--- config.mk ---
export PLATFORM = sky130hd
export DESIGN_NAME = ifetch
export DESIGN_NICKNAME = d
export VERILOG_FILES = /design/src/rtl/riscv_pkg.sv /design/src/rtl/ifetch_fifo.sv /design/src/rtl/ifetch.sv
export SDC_FILE = /design/constraint.sdc
export NUM_CORES = 1
export LEC_CHECK = 0
export CORE_ASPECT_RATIO = 0.75
export CORE_MARGIN = 4
export CORE_UTILIZATION = 40
export DETAILED_ROUTE_END_ITERATION = 12
export PLACE_DENSITY_LB_ADDON = 0.12
export SLEW_MARGIN = 10
export SYNTH_ARGS = -nofsm -noshare
export SYNTH_HDL_FRONTEND = slang
export SYNTH_SLANG_ARGS = --single-unit
--- constraint.sdc ---
create_clock -name clk -period 6.06 [get_ports clk]
set_input_delay 0.909 -clock clk [delete_from_list [all_inputs] [get_ports clk]]
set_output_delay 0.909 -clock clk [all_outputs]
set_load 0.01 [all_outputs]
--- src/rtl/riscv_pkg.sv ---
// Shared RISC-V front-end definitions: datapath widths, major opcodes and
// the fetch FSM state encoding.
package riscv_pkg;

   localparam int XLEN  = 32;
   localparam int OPC_W = 7;

   localparam logic [OPC_W-1:0] OP_LOAD   = 7'b0000011;
   localparam logic [OPC_W-1:0] OP_STORE  = 7'b0100011;
   localparam logic [OPC_W-1:0] OP_RTYPE  = 7'b0110011;
   localparam logic [OPC_W-1:0] OP_BRANCH = 7'b1100011;

   typedef enum logic {
      ST_RUN   = 1'b0,
      ST_DRAIN = 1'b1
   } fetch_state_e;

   function automatic logic [XLEN-1:0] align_word(input logic [XLEN-1:0] addr);
      return {addr[XLEN-1:2], 2'b00};
   endfunction

endpackage

--- src/rtl/ifetch_fifo.sv ---
// Instruction buffer: DEPTH-entry FIFO of {pc, data}, with a single-cycle
// flush. The head entry is presented combinationally.
module ifetch_fifo #(
   parameter int DEPTH = 2,
   parameter int WIDTH = 64
) (
   input  logic                         clk,
   input  logic                         rst_n,
   input  logic                         push,
   input  logic [WIDTH-1:0]             push_data,
   input  logic                         pop,
   input  logic                         flush,
   output logic [WIDTH-1:0]             head_data,
   output logic                         full,
   output logic                         empty,
   output logic [$clog2(DEPTH+1)-1:0]   count
);

   localparam int PW = (DEPTH > 1) ? $clog2(DEPTH) : 1;
   localparam int CW = $clog2(DEPTH+1);
   localparam logic [PW-1:0] LAST     = PW'(DEPTH-1);
   localparam logic [CW-1:0] FULL_CNT = CW'(DEPTH);

   logic [WIDTH-1:0] mem [DEPTH];
   logic [PW-1:0]    rd_ptr;
   logic [PW-1:0]    wr_ptr;
   logic             do_push;
   logic             do_pop;

   assign do_push   = push && !full;
   assign do_pop    = pop && !empty;
   assign full      = (count == FULL_CNT);
   assign empty     = (count == '0);
   assign head_data = mem[rd_ptr];

   always_ff @(posedge clk or negedge rst_n) begin
      if (!rst_n) begin
         rd_ptr <= '0;
         wr_ptr <= '0;
         count  <= '0;
      end else if (flush) begin
         rd_ptr <= '0;
         wr_ptr <= '0;
         count  <= '0;
      end else begin
         if (do_push) wr_ptr <= (wr_ptr == LAST) ? '0 : wr_ptr + 1'b1;
         if (do_pop)  rd_ptr <= (rd_ptr == LAST) ? '0 : rd_ptr + 1'b1;
         if (do_push && !do_pop)
            count <= count + 1'b1;
         else if (!do_push && do_pop)
            count <= count - 1'b1;
      end
   end

   // Storage needs no reset: count gates every read through empty.
   always_ff @(posedge clk) begin
      if (do_push && !flush) mem[wr_ptr] <= push_data;
   end

endmodule

--- src/rtl/ifetch.sv ---
// Instruction fetch front end: issues word fetches, buffers returned
// instructions, and squashes in-flight fetches on a branch redirect.
//
//  state    | meaning
//  ---------+-----------------------------------------------------------
//  ST_RUN   | fetching; every response is pushed into the buffer
//  ST_DRAIN | after a redirect; stale responses dropped until none left
module ifetch
   import riscv_pkg::*;
#(
   parameter logic [XLEN-1:0] RESET_PC = 32'h0000_0000,
   parameter int              DEPTH    = 2
) (
   input  logic              clk,
   input  logic              rst_n,
   output logic              imem_req_valid,
   input  logic              imem_req_ready,
   output logic [XLEN-1:0]   imem_addr,
   input  logic              imem_rsp_valid,
   input  logic [XLEN-1:0]   imem_rsp_data,
   output logic              inst_valid,
   input  logic              inst_ready,
   output logic [XLEN-1:0]   inst_data,
   output logic [XLEN-1:0]   inst_pc,
   output logic [OPC_W-1:0]  opcode,
   input  logic              redirect_valid,
   input  logic [XLEN-1:0]   redirect_pc
);

   localparam int CW = $clog2(DEPTH+1);
   localparam logic [CW:0] LIMIT = (CW+1)'(DEPTH);

   fetch_state_e      state;
   logic [XLEN-1:0]   pc;
   logic [XLEN-1:0]   rsp_pc;
   logic [CW-1:0]     outstanding;
   logic [CW-1:0]     discard_cnt;
   logic [CW-1:0]     rsp_left;
   logic [CW-1:0]     buf_count;
   logic [CW:0]       in_flight;
   logic              buf_full;
   logic              buf_empty;
   logic              req_fire;
   logic              rsp_push;
   logic              pop;
   logic [2*XLEN-1:0] head;

   // Buffer occupancy is the registered count, so a slot freed by a pop this
   // cycle only becomes available for a new request next cycle.
   assign in_flight      = {1'b0, outstanding} + {1'b0, buf_count};
   assign imem_req_valid = rst_n && (state == ST_RUN) && !redirect_valid
                           && (in_flight < LIMIT);
   assign imem_addr      = pc;
   assign req_fire       = imem_req_valid && imem_req_ready;

   assign rsp_push = imem_rsp_valid && (state == ST_RUN) && !redirect_valid;
   assign rsp_left = outstanding - CW'(imem_rsp_valid);

   assign inst_valid         = !buf_empty;
   assign {inst_pc, inst_data} = head;
   assign opcode             = inst_data[OPC_W-1:0];
   assign pop                = inst_valid && inst_ready;

   ifetch_fifo #(
      .DEPTH (DEPTH),
      .WIDTH (2*XLEN)
   ) u_fifo (
      .clk       (clk),
      .rst_n     (rst_n),
      .push      (rsp_push),
      .push_data ({rsp_pc, imem_rsp_data}),
      .pop       (pop),
      .flush     (redirect_valid),
      .head_data (head),
      .full      (buf_full),
      .empty     (buf_empty),
      .count     (buf_count)
   );

   always_ff @(posedge clk or negedge rst_n) begin
      if (!rst_n) begin
         outstanding <= '0;
      end else if (req_fire && !imem_rsp_valid) begin
         outstanding <= outstanding + 1'b1;
      end else if (!req_fire && imem_rsp_valid) begin
         outstanding <= outstanding - 1'b1;
      end
   end

   // rsp_pc tracks the address of the next response that will be kept;
   // requests are only issued in ST_RUN, so it realigns on every redirect.
   always_ff @(posedge clk or negedge rst_n) begin
      if (!rst_n) begin
         state       <= ST_RUN;
         pc          <= RESET_PC;
         rsp_pc      <= RESET_PC;
         discard_cnt <= '0;
      end else if (redirect_valid) begin
         pc          <= align_word(redirect_pc);
         rsp_pc      <= align_word(redirect_pc);
         discard_cnt <= rsp_left;
         state       <= (rsp_left != '0) ? ST_DRAIN : ST_RUN;
      end else begin
         if (req_fire) pc <= pc + 32'd4;
         case (state)
            ST_RUN: begin
               if (rsp_push) rsp_pc <= rsp_pc + 32'd4;
            end
            ST_DRAIN: begin
               if (imem_rsp_valid) begin
                  discard_cnt <= discard_cnt - 1'b1;
                  if (discard_cnt == CW'(1)) state <= ST_RUN;
               end else if (discard_cnt == '0) begin
                  state <= ST_RUN;
               end
            end
            default: state <= ST_RUN;
         endcase
      end
   end

endmodule

Word level (Yosys, flattened, before mapping)
Memories as Yosys holds them, arrays and structs flattened.
Index checks and enable logic that the tools add are counted.
{ "word_totals": {"ff_bits": 73, "latchBits": 0, "ramBits": 128, "romBits": 0, "inputBits": 70, "out_inout_bits": 105, "wordCells": 86, "n_memories": 1} }
{ "op_classes": {"n_addsub": 11, "mul": 0, "n_div": 0, "n_lt_le_gt_ge": 1, "eq_ne": 3, "shifts": 0, "n_mux": 27, "bitwise_logic": 1, "reduce_logical": 34} }
{ "memory_table": {"columns": ["memory", "words", "width", "read_ports", "rd_ports_with_merged_regs", "wr", "line_no", "rtl"], "rows": [
  ["u_fifo.mem", 2, 64, 1, 0, 1, "ifetch_fifo.sv:24", "logic [WIDTH-1:0] mem [DEPTH];"]
]} }
{ "ops": {"columns": ["op", "count"], "rows": [
  ["32-bit 2-to-1 mux", 5],
  ["32-bit by 3-bit adder with 32-bit output, second input constant", 2],
  ["2-bit 2-to-1 mux", 8],
  ["2-bit nonzero test", 8],
  ["1-bit logical AND", 14],
  ["1-bit 2-to-1 mux", 14],
  ["1-bit logical NOT", 7],
  ["2-bit by 1-bit subtractor with 2-bit output, second input constant", 3],
  ["2-bit by 1-bit adder with 2-bit output, second input constant", 2],
  ["2-bit logical NOT", 2],
  ["2-bit AND reduction", 2],
  ["2-bit by 2-bit adder with 3-bit output", 1],
  ["3-bit by 2-bit less-than comparator with 1-bit output, second input constant", 1],
  ["3-bit nonzero test", 1],
  ["1-bit adder, second input constant", 2],
  ["2-bit by 1-bit equality test with 1-bit output, second input constant", 1],
  ["2-bit equality test, second input constant", 1],
  ["2-bit != test, second input constant", 1],
  ["2-bit by 1-bit subtractor with 2-bit output", 1],
  ["1-bit inverter", 1]
]} }

Depth between registers and ports, before layout
{ "logic_depth": {"word_depth": 9, "depth_mapped": 10, "ltp_nobuf": 9} }

Cells and area by module
A second synthesis with hierarchy kept.
{ "unflattened": {"hier_cells": 632, "hier_area_um2": 8633.3} }
{ "by_module_without_submodules": {"columns": ["mod", "instances", "cells_each", "area_per_inst_um2", "seq_area_each_um2"], "rows": [
  ["ifetch_fifo", 1, 223, 4834.6, 3943.8],
  ["ifetch", 1, 409, 3798.6, 1626.6]
]} }

Worst setup path after synthesis
No wires, ideal clock.
{ "synth_path": {"path_kind": "in2reg", "from": "in redirect_valid", "to": "mem u_fifo.mem[1][0] (enable)", "setup_ns": 0.571, "arrival_ns": 6.037, "required_time_ns": 5.489, "path_slack_ns": -0.548, "cell_stages": 4, "n_path_buf": 3, "cell_sequence": "clkbuf_1 clkbuf_1 clkbuf_1 nor3b_1"} }
{ "synth_via": {"elab_chain_len": 6} }
{ "synth_rtl": {"columns": ["item", "line_no", "rtl"], "rows": [
  ["start: declaration", "ifetch.sv:26", "input logic redirect_valid,"],
  ["1-bit logical NOT *", "ifetch_fifo.sv:57, ifetch.sv:56", null],
  ["1-bit logical AND", "ifetch.sv:56", "assign rsp_push = imem_rsp_valid && (state == ST_RUN) && !redirect_valid;"],
  ["1-bit logical AND", "ifetch_fifo.sv:30", "assign do_push = push && !full;"],
  ["1-bit logical AND *", "ifetch_fifo.sv:57", "if (do_push && !flush) mem[wr_ptr] <= push_data;"],
  ["1-bit 2-to-1 mux *", "ifetch_fifo.sv:57", null],
  ["1-bit 2-to-1 mux (implied by the code) *", "ifetch_fifo.sv:57", null],
  ["end: declaration", "ifetch_fifo.sv:24", null]
]} }
Mark *: on every way between the ends. The rest lies on a longest branch, timed or not.

Worst setup path in the final report
{ "layout_path": {"from": "reg outstanding[0]", "to": "out imem_req_valid"} }
{ "layout_via": {"elab_chain_len": 3} }
{ "layout_rtl": {"columns": ["item", "line_no", "rtl"], "rows": [
  ["start: declaration", "ifetch.sv:36", "logic [CW-1:0] outstanding;"],
  ["start signal: assignment", "ifetch.sv:84", "outstanding <= outstanding + 1'b1;"],
  ["start signal: assignment", "ifetch.sv:86", "outstanding <= outstanding - 1'b1;"],
  ["2-bit by 2-bit adder with 3-bit output", "ifetch.sv:50", "assign in_flight = {1'b0, outstanding} + {1'b0, buf_count};"],
  ["3-bit by 2-bit less-than comparator with 1-bit output", "ifetch.sv:52", "&& (in_flight < LIMIT);"],
  ["1-bit logical AND", "ifetch.sv:52", null],
  ["end: declaration", "ifetch.sv:16", "output logic imem_req_valid,"]
]} }
Every way passes these cells.

==> impl_metrics.json <==
{
  "drt-initial-drc-count": 560,
  "path_common_cell": "and2_1",
  "final_cell_mix": "166 x clkdlybuf4s50_1, 124 x edfxtp_1, 68 x dfrtp_1",
  "r2r_slack_ps": 2560,
  "powerDensity_nw_per_um2": 319,
  "fp.dieArea_um2": 24400,
  "finalMaxSlewViolations": 0,
  "root_buffer": "clkbuf_16",
  "rows": 46,
  "holdPathEnd": "u_fifo.mem[0][63]",
  "finalClockSkew_ps": 12.2,
  "synth_top_cell_by_area": "edfxtp_1",
  "cts_buffers": 17,
  "path_max_fanout": 10,
  "cts_setup_buffers": 0,
  "fin_util_pct": 52.7,
  "netlist.area_leader.share_pct": 42.4,
  "place_ws_ps": 2260,
  "synth_enable_flop_cells": 124,
  "dr.max_layer_used": "met4",
  "postSynth.asyncResetShare_pct": 35.8,
  "synth_top_family_by_area": "simple AND/OR/NAND/NOR gates",
  "irDropWorstVdd_mv": 0.141,
  "hold_path.class": "reg -> reg",
  "slowest_delay_ps": 540,
  "syn_area_per_cell_um2": 12.8,
  "seq_area_frac_synth_pct": 62.1,
  "die_h_um": 136,
  "cp_top_family": "simple AND/OR/NAND/NOR gates",
  "initial_core_util_pct": 41.1,
  "finalSetupTns_ps": 0,
  "firstDrtPassIters": 5,
  "synth_area_leaders": "edfxtp_1 42%, dfrtp_1 20%, mux2_2 8.0%",
  "antenna_found_initial": 0,
  "ys_seq_elements": 193,
  "layout_setup_ws_ps": 2310,
  "cts.clk_slew.worst_paths_ps": 80,
  "post_drt_wl_per_cell_um": 20.4,
  "core_um2": 21400,
  "crit_chain": "and2_1 -> fa_1 -> nor4_4 -> and2_1 -> clkdlybuf4s50_1",
  "met2_length_mm": 10.6,
  "mostFrequentLayoutCell": "clkdlybuf4s50_1",
  "path_buf_inv": 1,
  "port_buffers": 168,
  "synth-main-ff-cell": "edfxtp_1",
  "grt_pass1_wl_mm": 35.9,
  "setup_viol": 0,
  "crit_start": "outstanding[0]",
  "crit_required_ps": 5150,
  "drv_cap": 0,
  "fin_crit_sh_pct": 61.8,
  "totalWireLength_mm": 23.1,
  "r2r_start": "outstanding[0]",
  "io_pins": 175,
  "route.met3.wl_mm": 1.67,
  "leakage_nw": 3.90,
  "synth_warnings": 0,
  "vias": 6360,
  "synthAdderAreaFrac_pct": 1.08,
  "clockBufferDepth": 2,
  "worst_pin_slew_ps": 999,
  "start_kind": "flip-flop",
  "grt_remaining_overflow": 0,
  "synth-xor-area-share_pct": 1.80,
  "hpwlAfterDp_mm": 15.6,
  "num_antenna_cells": 0,
  "syn_inst": 684,
  "hp-start": "rsp_pc[31]",
  "grt_max_degree": 72,
  "grt_pass1_vias": 6368,
  "cpMaxStageDelayCell": "nor4_4",
  "h-tree-depth": 4,
  "synth_simple_gate_area_share_pct": 14.1,
  "timing.hold.ws_ps": 533,
  "muxShareOfSynthArea_pct": 8.64,
  "wl_met1_mm": 10.4,
  "drive_gt1_share_pct": 13.3,
  "ctsResizeCount": 0,
  "place_congestion": 0.838,
  "cp.arrival_ps": 2840,
  "dieWidth_um": 179,
  "cts_sinks": 193,
  "cts_tree": "yes",
  "relSlewSlack_pct": 33.4,
  "antenna_left": 0,
  "r2r-end": "outstanding[1]",
  "hold_viol": 0,
  "rsz0062_at_grt": "false",
  "mappedNetlistArea_um2": 8770,
  "route.detailed.drc": 0,
  "vias_per_cell": 5.63,
  "r2r_cells": 8,
  "synth-compound-area-share_pct": 8.89,
  "clock_latency_ps": 450,
  "final_nets": 905,
  "syn2layout_area_growth_pct": 28.2,
  "crit_type": "reg -> out",
  "whs_path_depth": 0,
  "clock.fmax_ghz": 0.267,
  "end_kind": "output pin",
  "grt_usage_pct": 19.2,
  "status": "complete, no violations",
  "power.total_mw": 3.59,
  "ctsHoldBuffers": 0,
  "min_period_ps": 3750,
  "synth_cell_types": 55
}
==> per-stage QoR <==
step,cell area (um2),cells
floorplan,8790,687
global placement,10600,1097
detailed placement,10600,1097
CTS,11200,1129
global route,11200,1129
finish,11200,1129
==> per-layer routing <==
metal	global-route usage (%)	up-vias
li1	-	2923
met1	26.8	3178
met2	29.6	235
met3	5.28	24
met4	5.41	0
met5	0	-
==> registers in the layout, indices dropped and copies added, names as in the netlist <==
signal and cells:
state 1, discard_cnt 2, u_fifo.rd_ptr 1, outstanding 2
u_fifo.count 2, u_fifo.mem 124, u_fifo.wr_ptr 1, imem_addr 30
rsp_pc 30
==> worst reg2reg max path: cells and delay by family (launching register included) <==
kind	cells	cell delay [ps]
flops	1	430
fa+ha+maj	2	840
simple gates	4	1430
xor+xnor	1	160
buf+inv	1	560
==> power breakdown <==
group | total (mW) | internal [mW] | switching, mW
registers | 1.70 | 1.56 | 0.141
clock network | 1.14 | 0.561 | 0.577
logic | 0.753 | 0.398 | 0.355
total | 3.59 | 2.52 | 1.07
==> final cells by class <==
| type | count | area (um2) |
|---|---|---|
| tap | 288 | 360 |
| inverter | 14 | 52.6 |
| sequential | 193 | 5450 |
| clock inverter | 15 | 185 |
| fill | 1798 | 10100 |
| clock buffer | 17 | 425 |
| multi-input combinational | 429 | 3060 |
| timing repair buffer | 173 | 1710 |
==> synth_stat cells, types with 3 or more instances <==
library cell / n
edfxtp_1: 124
dfrtp_1: 69
mux2_2: 62
nand2_1: 48
nand3_1: 39
clkbuf_1: 33
or4_1: 25
a31oi_1: 22
nor2_1: 21
o21ai_0: 18
nand4_1: 17
o311ai_0: 16
o211ai_1: 15
o31ai_1: 14
and2_1: 13
inv_1: 13
and3_1: 12
buf_4: 11
a21oi_1: 10
xor2_1: 10
or3_1: 9
and4_1: 8
xnor2_1: 8
ha_1: 6
mux2i_1: 6
nor3_1: 6
buf_2: 4
nand3b_1: 4
nor4_1: 4
nor3b_1: 3
or2_2: 3
==> how the worst max path moves through the flow <==
stage / end / slack [ps] / depth (start not counted)
finish: imem_req_valid / 2310 / 5
global route: imem_req_valid / 2150 / 5
CTS: inst_pc[8] / 2280 / 3
detailed placement: u_fifo.mem[1][51] / 2260 / 5
global placement: u_fifo.mem[1][47] / 2350 / 5
floorplan: u_fifo.mem[0][0] / 1650 / 4
==> cell families after synthesis <==
family / count (synthesis)
flops: 193
xor+xnor: 18
compound gates: 112
simple gates: 220
fa+ha+maj: 7
other cells: 1
buf+inv: 65
mux: 68
(Power assumes the default switching activity.)
==> edit (same flow settings) <==
`DEPTH` is set to 2 in 2 places; all go to 1.
--- a/src/rtl/ifetch_fifo.sv
+++ b/src/rtl/ifetch_fifo.sv
@@ -2,5 +2,5 @@
 // flush. The head entry is presented combinationally.
 module ifetch_fifo #(
-   parameter int DEPTH = 2,
+   parameter int DEPTH = 1,
    parameter int WIDTH = 64
 ) (
--- a/src/rtl/ifetch.sv
+++ b/src/rtl/ifetch.sv
@@ -10,5 +10,5 @@
 #(
    parameter logic [XLEN-1:0] RESET_PC = 32'h0000_0000,
-   parameter int              DEPTH    = 2
+   parameter int              DEPTH    = 1
 ) (
    input  logic              clk,
Formal check against the unedited RTL: not equivalent (a bounded check fails within 4 cycles, from zero or initial values and one cycle with rst_n low).
==> edit against the original RTL <==
Combinational power fell by 45%; setup slack improved by 0.27 ns; final area shrank 29%; sequential share of layout area is 4.9 points lower; global-route usage is 0.11 points lower; register-to-register slack improved by 1.2 ns; first-iteration DRC count fell by 53%; power down 28%; routed wire length decreased by 36%; clock power down 6%; sequential cell count down 67; area after synthesis down 37%; largest cell class unchanged.
==> edit: results <==
export IMPL_grt_pass1_vias=4236
export IMPL_post_dp_hpwl_um=10700
export IMPL_leakagePower_nw=2.90
export IMPL_synth_edf_count=62
export IMPL_netlist_top_cells_count="dfrtp_1 (64), edfxtp_1 (62), nand2_1 (57), o21ai_0 (37), nand3_1 (26)"
export IMPL_met1_usage_pct=27.1
export IMPL_reg2reg_depth=5
export IMPL_gp_congestion=0.853
export IMPL_gr_usage_met2_pct=28.9
export IMPL_fillers=1092
export IMPL_wire_per_inst_um=18.0
export IMPL_worst_pin_slew_ns=0.889
export IMPL_fin_nets=706
export IMPL_finClkSkew_ns=0.0106
export IMPL_wl_met3_um=1070
export IMPL_max_stage_delay_ns=0.48
export IMPL_r2r_end="imem_addr[23]$_DFFE_PN0P_"
export IMPL_worst_hold_path_type="flip-flop to flip-flop"
export IMPL_ff2ff_setup_slack_ns=3.74
export IMPL_critPathSlowestCell="clkdlybuf4s50_1"
export IMPL_ir_drop_mv=0.199
export IMPL_grt_max_degree=49
export IMPL_detail_route_vias_per_cell=5.34
export IMPL_synth_ff_type="dfrtp_1"
export IMPL_synth_cell_types=50
export IMPL_clockBufferDepth=2
export IMPL_async_reset_ff_share_pct=50.8
export IMPL_m1WireLength_um=6700
export IMPL_use_met3_pct=4.00
export IMPL_track_usage_pct=19.1
export IMPL_vias=4370
export IMPL_syn_mean_instance_area_um2=11.8
export IMPL_wl_met2_um=6660
export IMPL_insertion_delay_ns=0.41
export IMPL_r2r_start="imem_addr[10]$_DFFE_PN0P_"
export IMPL_root_buffer="clkbuf_16"
export IMPL_largest_reg_flops=62
export IMPL_ys_seq_area_share_pct=62.5
export IMPL_layout_drive_gt1_share_pct=7.73
export IMPL_ctsHtreeMaxLevel=4
export IMPL_ys_top_cells_by_area="edfxtp_1 (34%), dfrtp_1 (29%), nand2_1 (3.9%)"
export IMPL_postCtsSetupRepairBufs=0
export IMPL_arrival_ns=2.57
export IMPL_top_register="u_fifo.mem"
export IMPL_status="finished clean"
export IMPL_dr_first_iter_drc_count=265
export IMPL_dp_cells=786
export IMPL_path_clk_slew_ns=0.06
export IMPL_grt_pass1_wl_um=22900
export IMPL_critPathMaxFanout=32
## edit: report_power, final
| part | switching [W] | total, W | internal, W |
|---|---|---|---|
| Sequential | 0.0000858 | 0.00109 | 0.00101 |
| Combinational | 0.000195 | 0.000416 | 0.000220 |
| Clock | 0.000380 | 0.00107 | 0.000688 |
| Total | 0.000661 | 0.00258 | 0.00192 |
## edit: through the flow
| step | cell area, um^2 | hold slack (ns) | setup slack, ns |
|---|---|---|---|
| final | 7950 | 0.470 | 2.58 |
| after global placement | 7330 | 0.460 | 2.62 |
| after CTS | 7950 | 0.469 | 2.58 |
| after detailed placement | 7330 | 0.461 | 2.59 |
| after floorplan | 5560 | 0.446 | 1.63 |
| after global routing | 7950 | 0.490 | 2.47 |
## edit: cell families after synthesis
logic type	share of synthesized area, %
simple gates	17.2
flops	62.5
compound gates	8.69
xor+xnor	6.32
buf+inv	3.55
mux	1.22
fa+ha+maj	0.452
other cells	0.0677
## edit: final cells by class
cell class | count | area (um^2) | share of cell area [%]
sequential | 126 | 3460 | 43.6
multi-input combinational | 306 | 1900 | 23.9
timing repair buffer | 173 | 1710 | 21.5
clock buffer | 18 | 429 | 5.40
tap | 171 | 214 | 2.69
clock inverter | 14 | 191 | 2.41
inverter | 10 | 37.5 | 0.472
## edit: worst max-delay path by stage
stage / from / to / slack, ns
2_1_floorplan: redirect_valid / u_fifo.mem[0][0]$_DFFE_PP_ / 1.63
3_3_place_gp: redirect_valid / imem_req_valid / 2.62
3_5_place_dp: redirect_valid / imem_req_valid / 2.59
4_1_cts: redirect_valid / imem_req_valid / 2.58
5_1_grt: redirect_valid / imem_req_valid / 2.47
6_report: redirect_valid / imem_req_valid / 2.58
## edit: critical path: cells and delay by family
| kind | cells | cell delay, ns |
|---|---|---|
| buf+inv | 3 | 1.35 |
| simple gates | 2 | 0.30 |
